File: config.mk
export PLATFORM = sky130hd
export DESIGN_NAME = saturn_bus_fetch
export DESIGN_NICKNAME = d
export VERILOG_FILES = /design/src/rtl/saturn_bus_fetch.sv
export SDC_FILE = /design/constraint.sdc
export NUM_CORES = 1
export LEC_CHECK = 0
export BUFFER_PORTS_ARGS = -buffer_cell sky130_fd_sc_hd__clkbuf_2
export CORE_UTILIZATION = 41
export CTS_CLUSTER_DIAMETER = 60
export DETAILED_ROUTE_END_ITERATION = 7
export PLACE_DENSITY = 0.73
export SLEW_MARGIN = 20
export SYNTH_ARGS = -nofsm -noshare
export SYNTH_HDL_FRONTEND = slang
export SYNTH_SLANG_ARGS = --single-unit
File: constraint.sdc
create_clock -name i_clk -period 5.1 [get_ports i_clk]
set_clock_uncertainty 0.15 [all_clocks]
set_input_delay 0.255 -clock i_clk [delete_from_list [all_inputs] [get_ports i_clk]]
set_output_delay 0.255 -clock i_clk [all_outputs]
set_load 0.05 [all_outputs]
File: src/rtl/saturn_bus_fetch.sv
// Saturn bus instruction fetch: sends LOAD_PC + 5 address nibbles + PC_READ, then one read per cycle.
// Optional shadow/architectural PC cross-check is built when SATURN_FETCH_PC_CHECK_EN is defined.
module saturn_bus_fetch #(
  parameter logic [3:0] CMD_LOAD_PC = 4'h4,
  parameter logic [3:0] CMD_PC_READ = 4'h2
) (
  input  logic        i_clk,
  input  logic        i_reset,
  input  logic        i_clk_en,
  input  logic [3:0]  i_phases,
  input  logic [19:0] i_current_pc,
  input  logic        i_reload_pc,
  output logic        o_bus_strobe,
  output logic        o_bus_cmd_data,
  output logic [3:0]  o_bus_nibble_out,
  input  logic [3:0]  i_bus_nibble_in,
  output logic [3:0]  o_nibble,
  output logic        o_nibble_valid,
  output logic        o_busy,
  output logic        o_pc_mismatch
);

  localparam logic [2:0] ST_START   = 3'd0;
  localparam logic [2:0] ST_CMD     = 3'd1;
  localparam logic [2:0] ST_ADDR    = 3'd2;
  localparam logic [2:0] ST_READCMD = 3'd3;
  localparam logic [2:0] ST_FETCH   = 3'd4;

  logic [2:0]  state;
  logic [19:0] shadow_pc;
  logic [2:0]  load_cnt;
  logic        reload_prev;
  logic        rd_pending;
  logic        reload_rise;
  logic        pc_bad;
  logic [3:0]  addr_nibble;

  assign reload_rise = i_reload_pc & ~reload_prev;

`ifdef SATURN_FETCH_PC_CHECK_EN
  // The shadow PC has already advanced past the nibble being returned, hence the -1.
  logic [19:0] shadow_prev;
  assign shadow_prev = shadow_pc - 20'd1;
  assign pc_bad = (state == ST_FETCH) && i_phases[1] && (shadow_prev != i_current_pc);
`else
  assign pc_bad = 1'b0;
`endif

  always_comb begin
    addr_nibble = shadow_pc[19:16];
    case (load_cnt)
      3'd0:    addr_nibble = shadow_pc[3:0];
      3'd1:    addr_nibble = shadow_pc[7:4];
      3'd2:    addr_nibble = shadow_pc[11:8];
      3'd3:    addr_nibble = shadow_pc[15:12];
      default: addr_nibble = shadow_pc[19:16];
    endcase
  end

  always_ff @(posedge i_clk) begin
    if (i_reset) begin
      state            <= ST_START;
      shadow_pc        <= 20'h00000;
      load_cnt         <= 3'd0;
      reload_prev      <= 1'b0;
      rd_pending       <= 1'b0;
      o_bus_strobe     <= 1'b0;
      o_bus_cmd_data   <= 1'b0;
      o_bus_nibble_out <= 4'h0;
      o_nibble         <= 4'h0;
      o_nibble_valid   <= 1'b0;
      o_busy           <= 1'b1;
      o_pc_mismatch    <= 1'b0;
    end else if (i_clk_en) begin
      reload_prev   <= i_reload_pc;
      o_bus_strobe  <= 1'b0;
      o_pc_mismatch <= 1'b0;
      // A reload (explicit or from a PC disagreement) pre-empts any transfer this cycle.
      if (reload_rise || pc_bad) begin
        shadow_pc      <= i_current_pc;
        state          <= ST_CMD;
        load_cnt       <= 3'd0;
        rd_pending     <= 1'b0;
        o_busy         <= 1'b1;
        o_nibble_valid <= 1'b0;
        o_pc_mismatch  <= pc_bad & ~reload_rise;
      end else begin
        case (state)
          ST_START: begin
            shadow_pc <= i_current_pc;
            state     <= ST_CMD;
          end
          ST_CMD: begin
            o_bus_strobe     <= 1'b1;
            o_bus_cmd_data   <= 1'b1;
            o_bus_nibble_out <= CMD_LOAD_PC;
            load_cnt         <= 3'd0;
            state            <= ST_ADDR;
          end
          ST_ADDR: begin
            o_bus_strobe     <= 1'b1;
            o_bus_cmd_data   <= 1'b1;
            o_bus_nibble_out <= addr_nibble;
            if (load_cnt == 3'd4) begin
              state <= ST_READCMD;
            end else begin
              load_cnt <= load_cnt + 3'd1;
            end
          end
          ST_READCMD: begin
            o_bus_strobe     <= 1'b1;
            o_bus_cmd_data   <= 1'b1;
            o_bus_nibble_out <= CMD_PC_READ;
            o_busy           <= 1'b0;
            state            <= ST_FETCH;
          end
          ST_FETCH: begin
            if (i_phases[0]) begin
              o_bus_strobe   <= 1'b1;
              o_bus_cmd_data <= 1'b0;
              o_nibble_valid <= 1'b0;
              rd_pending     <= 1'b1;
              shadow_pc      <= shadow_pc + 20'd1;
            end else if (i_phases[1] && rd_pending) begin
              o_nibble       <= i_bus_nibble_in;
              o_nibble_valid <= 1'b1;
              rd_pending     <= 1'b0;
            end
          end
          default: begin
            state  <= ST_START;
            o_busy <= 1'b1;
          end
        endcase
      end
    end
  end

endmodule
======== Word level (Yosys, flattened, before mapping) ========
Index checks and enable logic that the tools add are counted.
Widths: inputs -> output; s select.
operators by class
  add/sub/neg operators ................... 2
  multiply operators ...................... 0
  divide/modulo/power cells ............... 0
  order comparisons ....................... 0
  equality and inequality tests ........... 14
  shift operators ......................... 0
  muxes and demuxes ....................... 26
  bitwise logic cells ..................... 4
  reduce and logical (&&, ||, !) cells .... 19
operators with widths
  kind                   number
  $mux 20                2
  $pmux 20 s2            1
  $add 20x1->20 const B  1
  $pmux 4 s4             1
  $pmux 3 s5             1
  $reduce_and 3->1       5
  $eq 3x2->1 const B     4
  $mux 1                 12
  $mux 3                 4
  $pmux 4 s3             1
  $reduce_bool 3->1      4
  $ne 3x3->1 const B     3
  $eq 3x1->1 const B     2
  $eq 3x3->1 const B     2
  $logic_not 3->1        2
  $pmux 1 s2             3
  $pmux 3 s2             1
  $reduce_and 5->1       1
  $ne 2x2->1 const B     2
  $reduce_and 4->1       1
  $reduce_bool 2->1      2
  $reduce_or 4->1        1
  $add 3x1->3 const B    1
  $not 1->1              3
  5 further kinds        5
word-level totals
  register bits after elaboration ......... 40
  latch bits .............................. 0
  RAM bits ................................ 0
  memory bits (read-only) ................. 0
  input bits .............................. 32
  output and inout bits ................... 13
  logic and storage cells ................. 76
  memories ................................ 0

======== Longest topological paths before layout ========
Gate-level depths: netlist of run 1.
  depth after elaboration ................. 5
  depth in mapped cells ................... 8
  mapped depth without buffers ............ 7

======== Worst setup path after synthesis of run 1 ========
Ideal clock, no wire load.
  kind .................................... register -> register
  from .................................... reg state[0]
  to ...................................... reg o_nibble[0]
  library setup time ...................... 128 ps
  arrival ................................. 1720 ps
  slack ................................... 3103 ps
  stages on the path, launching flop included .. 8
  period minus slack after synthesis ...... 1997 ps
  cell sequence ........................... dfxtp_1 -> buf_4 -> or3b_1 -> clkbuf_2 -> or4_4 -> buf_6 -> mux2i_1 -> nor2_1
between the ends
  word-level cells in the longest chain between the ends .. 2
RTL lines
  element                     RTL line  source
  start: declaration          29        logic [2:0] state;
  start signal: assignment    62        state <= ST_START;
  start signal: assignment    81        state <= ST_CMD;
  start signal: assignment    91        state <= ST_CMD;
  $eq 3x3->1                  88        case (state)
  $reduce_and 5->1 (no line)  --
  end signal: assignment      125       o_nibble <= i_bus_nibble_in;
  end: declaration            17        output logic [3:0] o_nibble,
No other way between the ends.
A chain may end at the register's enable or synchronous reset.

======== Worst setup path in the final report of run 1 ========
  from .................................... reg state[2]
  to ...................................... reg shadow_pc[18]
between the ends
  word-level cells in the longest chain between the ends .. 3
RTL lines
  element                                                       RTL line  source
  $eq 3x3->1 / $logic_not 3->1 (equally long branches)          88
  $ne 3x3->1 (no line) (tied with other cells)                  --
  $reduce_and 3->1 (no line) / $mux 20 (equally long branches)  --
  end signal: assignment                                        80        shadow_pc <= i_current_pc;
  end signal: assignment                                        90        shadow_pc <= i_current_pc;
  end signal: assignment                                        123       shadow_pc <= shadow_pc + 20'd1;
  end: declaration                                              30        logic [19:0] shadow_pc;
Parallel ways exist; a longest one is shown, timed or not.

==> results of run 1 <==
-- state kept, by name, summed over array words and instances (netlist names) --
signal / cells
load_cnt: 3
reload_prev: 1
o_bus_strobe: 1
rd_pending: 1
o_bus_nibble_out: 4
o_nibble: 4
o_nibble_valid: 1
state: 3
o_bus_cmd_data: 1
o_busy: 1
shadow_pc: 20
-- through the flow --
step	cells	power, mW	hold slack (ns)	setup WS (ns)
final	409	0.7221	0.03422	2.571
after CTS	409	0.7266	0.02511	2.564
after global routing	409	0.7554	0.05219	2.393
after global placement	401	0.4477	0.2968	2.645
after detailed placement	401	0.4496	0.3012	2.583
after floorplan	315	0.4216	0.2489	3.103
-- routing by layer --
metal / global-route usage [%] / part of all wire, %
met5: 0 / 0
met4: 11.30 / 2.4
met3: 3.488 / 4.6
met2: 32.63 / 46
met1: 26.27 / 47
-- final cells by class --
class	count	area share, %
clock buffer	6	3.071
sequential	40	29.78
timing repair buffer	42	7.911
tap	72	3.350
multi-input combinational	237	53.05
inverter	10	1.396
clock inverter	2	1.443
-- tightest hold or removal path: cells and delay by family --
family                 cells  cell delay, ns
AND/OR/NAND/NOR            1            0.07
buffers and inverters      1            0.07
multiplexers               1            0.05
-- synth_stat cells (all sizes together) (9+ instances only) --
cell,instances,area share (%)
a21oi,22,4.6
a31oi,9,2.4
clkbuf,20,3.3
dfxtp,40,33
inv,9,1.4
mux2i,9,3.8
nand2,41,6.4
nand3,10,2.1
nor2,24,3.9
nor3,13,2.7
o21ai,23,4.8
-- final timing paths --
path	startpoint	slack, ns	endpoint
worst min-delay path	i_bus_nibble_in[1]	0.03	o_nibble[1]
worst max register to register	state[2]	2.57	shadow_pc[18]
worst min register to register	o_bus_nibble_out[3]	0.31	o_bus_nibble_out[3]
worst max-delay path	state[2]	2.57	shadow_pc[18]
-- layout by cell type, fill, tap and decap left out, types with 2 or more instances in the layout --
| master | instances |
|---|---|
| clkbuf_2 | 41 |
| ha_1 | 6 |
| and2_1 | 4 |
| nand2_1 | 41 |
| o211ai_1 | 8 |
| inv_1 | 9 |
| mux2i_1 | 9 |
| nand4_1 | 7 |
| nor2_1 | 23 |
| o32ai_1 | 3 |
| a21o_1 | 3 |
| dfxtp_1 | 40 |
| o21ai_0 | 23 |
| a211oi_1 | 4 |
| a31oi_1 | 9 |
| and3_1 | 2 |
| nor3_1 | 13 |
| o22ai_1 | 2 |
| o31ai_1 | 2 |
| clkbuf_8 | 6 |
| nor2b_1 | 4 |
| a21oi_1 | 22 |
| a222oi_1 | 4 |
| or2_2 | 2 |
| or3_1 | 2 |
| nor3b_1 | 2 |
| nand2b_1 | 3 |
| a311oi_1 | 3 |
| and4_1 | 3 |
| a32o_1 | 2 |
| nand3_1 | 10 |
-- cells by family after synthesis --
kind of cell	count (synthesis)	synth area share (%)
compound gates	99	27.38
mux	9	3.762
flops	40	33.44
buf+inv	38	7.000
fa+ha+maj	6	3.135
other cells	1	0.1566
simple gates	122	25.13
-- power breakdown --
group          total (mW)  leakage [nW]  internal [mW]  switching [mW]
Combinational      0.0942         0.656         0.0374          0.0567
Clock               0.278        0.0614          0.160           0.118
Sequential          0.350         0.327          0.327          0.0223
Total               0.722          1.04          0.525           0.197
==> impl_metrics.json, run 1 <==
{
  "status": "complete, no violations",
  "seqCellArea_um2": 800.8,
  "ir_drop_uv": 140.2,
  "cts_setup_buffers": 0,
  "antenna_left": 0,
  "syn2layout_area_growth_pct": 12.28,
  "p_leak_nw": 1.045,
  "grt_pass1_vias": 2187,
  "syn-cell-area_um2": 2395,
  "htreeDepth": 2,
  "yosysWarnings": 0,
  "fin_area_um2": 2689,
  "first_pass_iters": 4,
  "period_minus_slack_ns": 2.529,
  "track_usage_pct": 20.51,
  "place.gp.congestion": 0.8618,
  "postSynthCellCount": 315,
  "fin_crit_sh_pct": 49.58,
  "crit_path_max_fanout": 18,
  "fill_cells": 562,
  "grt_pass1_wl_um": 9991,
  "antenna_cells": 0,
  "nNetsFinal": 374,
  "grt_setup_unrepaired": "false",
  "cap_violations": 0,
  "cp_slowest_cell": "nor2_2",
  "tightest_slew_ns": 0.8765,
  "num_rows": 27,
  "async_flop_share_pct": 0,
  "die_area_um2": 6150,
  "overflow": 0,
  "numCtsBuffers": 5,
  "slew_viol_final": 0,
  "fmax_ghz": 0.3955,
  "cp_cell_sequence": "or3b_1 -> nor2_2 -> and4b_1 -> o21ai_0 -> a21oi_1",
  "setup_viol": 0,
  "fin_util_pct": 48.24,
  "synth_area_per_cell_um2": 7.603,
  "finalHoldViolCount": 0,
  "worstPathRequired_ns": 5.17,
  "core-area_um2": 5574,
  "drc_errors": 0,
  "power_density_nw_per_um2": 268.6,
  "floorplan.initialDensity_pct": 42.96,
  "critPathKind": "register to register",
  "grt_start_max_net_pins": 38,
  "path_clk_slew_ns": 0.09,
  "cpPeakStageDelay_ns": 0.62,
  "synth.yosys.seq_area_share_pct": 33.44,
  "post_drt_wl_per_cell_um": 14.60,
  "die_h_um": 78.43,
  "synth_cell_types": 56,
  "hold_class": "primary input to register",
  "reg2reg_depth": 5,
  "multi_input_area_um2": 1426,
  "clock_sinks": 40,
  "synth_nets": 353,
  "totalWireLength_um": 5970,
  "root_buffer": "clkbuf_8",
  "holdPathStages": 3,
  "io-pin-count": 45,
  "cts_tree": "done",
  "drive_above_1_share_pct": 16.62,
  "critPathCaptureType": "register",
  "place.port_buffers": 41,
  "slew-limit-headroom_pct": 41.08,
  "cts_hold_buffers": 0,
  "tns_ns": 0,
  "max-clock-path-buffers": 2,
  "cp-start-kind": "register",
  "cpLargestDelayFamily": "simple AND/OR/NAND/NOR gates",
  "cp.depth": 5,
  "vias": 2387,
  "synth_edf_count": 0,
  "die_x_um": 78.43,
  "cp_data_arrival_time_ns": 2.60,
  "placed_cell_area_um2": 2567,
  "via_per_inst": 5.836,
  "drt_iter0_drc": 204,
  "grt_antenna_before_repair": 0,
  "cts_resized": 0,
  "cp_num_buf_inv": 0,
  "ys.flop_type": "dfxtp_1",
  "synth_seq_cells": 40,
  "clk_latency_ns": 0.30,
  "hpwl_um": 4035
}
(Power assumes the default switching activity.)
==> run 2, diff against run 1 <==
clock period = 2.6 ns   (was 5.1 ns; I/O delays follow)
==> run 2 against run 1 <==
Final area increased by 6.5%. Sequential share of layout area is 1.8 points lower. Total power increased by 95%. Count of clock-buffer cells in the layout unchanged. Critical path type unchanged. Critical endpoint is now shadow_pc[15]. Core utilization up 3.1 points. Critical path depth rose by 1. Global-route usage grew 1.7 points. Register-to-register slack lost 2.2 ns. First-iteration DRC count is 6.4% higher. Highest routed layer unchanged. Via count is 4.4% higher. Worst setup slack worse by 2.2 ns. Cell count up 5.1%.
==> impl_metrics.json, run 2 (synthesis gave the netlist of run 1 again) <==
{
  "overflow": 0,
  "post_drt_wl_per_cell_um": 14.85,
  "grt_start_max_net_pins": 38,
  "top_register": "shadow_pc",
  "cp_data_arrival_time_ns": 2.35,
  "regToRegSetupSlack_ns": 0.34,
  "status": "complete, no violations",
  "crit_path_max_fanout": 13,
  "cp_slowest_cell": "or3b_1",
  "path_clk_slew_ns": 0.09,
  "ir_drop_uv": 325.3,
  "cp_cell_sequence": "or3b_1 -> nor2_2 -> buf_4 -> nor2_1 -> a31oi_1 -> o221a_2",
  "core-area_um2": 5574,
  "cts_setup_buffers": 0,
  "cts_resized": 0,
  "p_leak_nw": 1.135,
  "r2r-start": "state[0]",
  "reg.largest.list": "shadow_pc x20, o_bus_nibble_out x4, o_nibble x4",
  "nNetsFinal": 395,
  "numCtsBuffers": 5,
  "clock_sinks": 40,
  "min_from": "i_current_pc[17]",
  "critPathKind": "register to register",
  "htreeDepth": 2,
  "clk_latency_ns": 0.30,
  "holdPathStages": 4,
  "placed_cell_area_um2": 2635,
  "num_rows": 27,
  "cp-start-kind": "register",
  "layout_common_cells": "41 x nand2_1, 41 x clkbuf_2, 40 x dfxtp_1",
  "whs_endpoint": "shadow_pc[17]",
  "die_area_um2": 6150,
  "die_x_um": 78.43,
  "place.port_buffers": 41,
  "tns_ns": 0,
  "io-pin-count": 45,
  "hpwl_um": 4291,
  "grt_setup_unrepaired": "false",
  "worstPathRequired_ns": 2.70,
  "tightest_slew_ns": 0.5739,
  "totalWireLength_um": 6386,
  "cp_num_buf_inv": 1,
  "fmax_ghz": 0.4434,
  "cpLargestDelayFamily": "simple AND/OR/NAND/NOR gates",
  "slew-limit-headroom_pct": 61.70,
  "via_per_inst": 5.798,
  "finalHoldViolCount": 0,
  "drc_errors": 0,
  "period_minus_slack_ns": 2.255,
  "max-clock-path-buffers": 2,
  "syn2layout_area_growth_pct": 19.54,
  "floorplan.initialDensity_pct": 42.96,
  "drive_above_1_share_pct": 17.88,
  "vias": 2493,
  "reg2reg_depth": 6,
  "track_usage_pct": 22.16,
  "worst_r2r_endpoint": "shadow_pc[15]",
  "grt_pass1_vias": 2397,
  "place.gp.congestion": 0.8460,
  "die_h_um": 78.43,
  "cap_violations": 0,
  "root_buffer": "clkbuf_8",
  "grt_antenna_before_repair": 0,
  "antenna_left": 0,
  "antenna_cells": 0,
  "fill_cells": 576,
  "cts_tree": "done",
  "critPathCaptureType": "register",
  "first_pass_iters": 5,
  "fin_crit_sh_pct": 86.74,
  "drt_iter0_drc": 217,
  "grt_pass1_wl_um": 10880,
  "slew_viol_final": 0,
  "largest_register_ffs": 20,
  "cpPeakStageDelay_ns": 0.52,
  "fin_area_um2": 2863,
  "setup_viol": 0,
  "hold_class": "primary input to register",
  "power_density_nw_per_um2": 491.1
}
-- run 2: worst max-delay path by stage --
stage | from | to | slack, ns | cells past startpoint
floorplan | state[0] | o_nibble[0] | 0.60 | 7
global placement | state[0] | shadow_pc[15] | 0.41 | 6
detailed placement | state[0] | shadow_pc[15] | 0.37 | 6
CTS | state[0] | shadow_pc[15] | 0.36 | 6
global route | state[0] | shadow_pc[15] | 0.23 | 6
finish | state[0] | shadow_pc[15] | 0.34 | 6
-- run 2: report_power, final --
part           switching, mW  internal (mW)  total [mW]
Combinational          0.119         0.0918       0.211
Sequential            0.0430          0.642       0.685
Clock                  0.225          0.285       0.510
-- run 2: final cells by class --
class / count / area (µm²) / area share, %
inverter: 10 / 37.54 / 1.311
timing repair buffer: 63 / 400.4 / 13.99
tap: 72 / 90.09 / 3.147
multi-input combinational: 237 / 1426 / 49.83
sequential: 40 / 800.8 / 27.97
clock inverter: 2 / 35.03 / 1.224
clock buffer: 6 / 72.57 / 2.535
-- run 2: per-stage QoR --
step | util [%] | std cells | setup slack, ns | power [mW] | hold slack [ns]
6_report | 51.36 | 430 | 0.3447 | 1.406 | 0.01107
5_1_grt | 51.36 | 430 | 0.2268 | 1.463 | 0.05962
4_1_cts | 51.36 | 430 | 0.3603 | 1.410 | 0.005336
3_5_place_dp | 47.27 | 410 | 0.3748 | 0.8913 | 0.2168
3_3_place_gp | 47.27 | 410 | 0.4106 | 0.8849 | 0.2101
2_1_floorplan | - | 315 | 0.6026 | 0.8271 | 0.1239
-- run 2: timing repair --
action	in CTS	in global routing
hold buffers	12	0
endpoints found under the setup margin	0	0
hold endpoints to repair	12	0
-- run 2: metal layers --
layer	wire length, µm	part of all wire (%)	vias to the layer above	track usage, %
li1	-	-	1241	-
met1	2995	47	1158	28.54
met2	2987	47	84	36.67
met3	315	4.9	10	3.721
met4	87	1.4	0	8.889
met5	0	0	-	0
-- run 2: worst reg2reg max path, stage by stage (launching register included) --
cell and delay (ns):
dfxtp_1 0.42, or3b_1 0.53, nor2_2 0.50, buf_4 0.23, nor2_1 0.05, a31oi_1 0.14
o221a_2 0.21
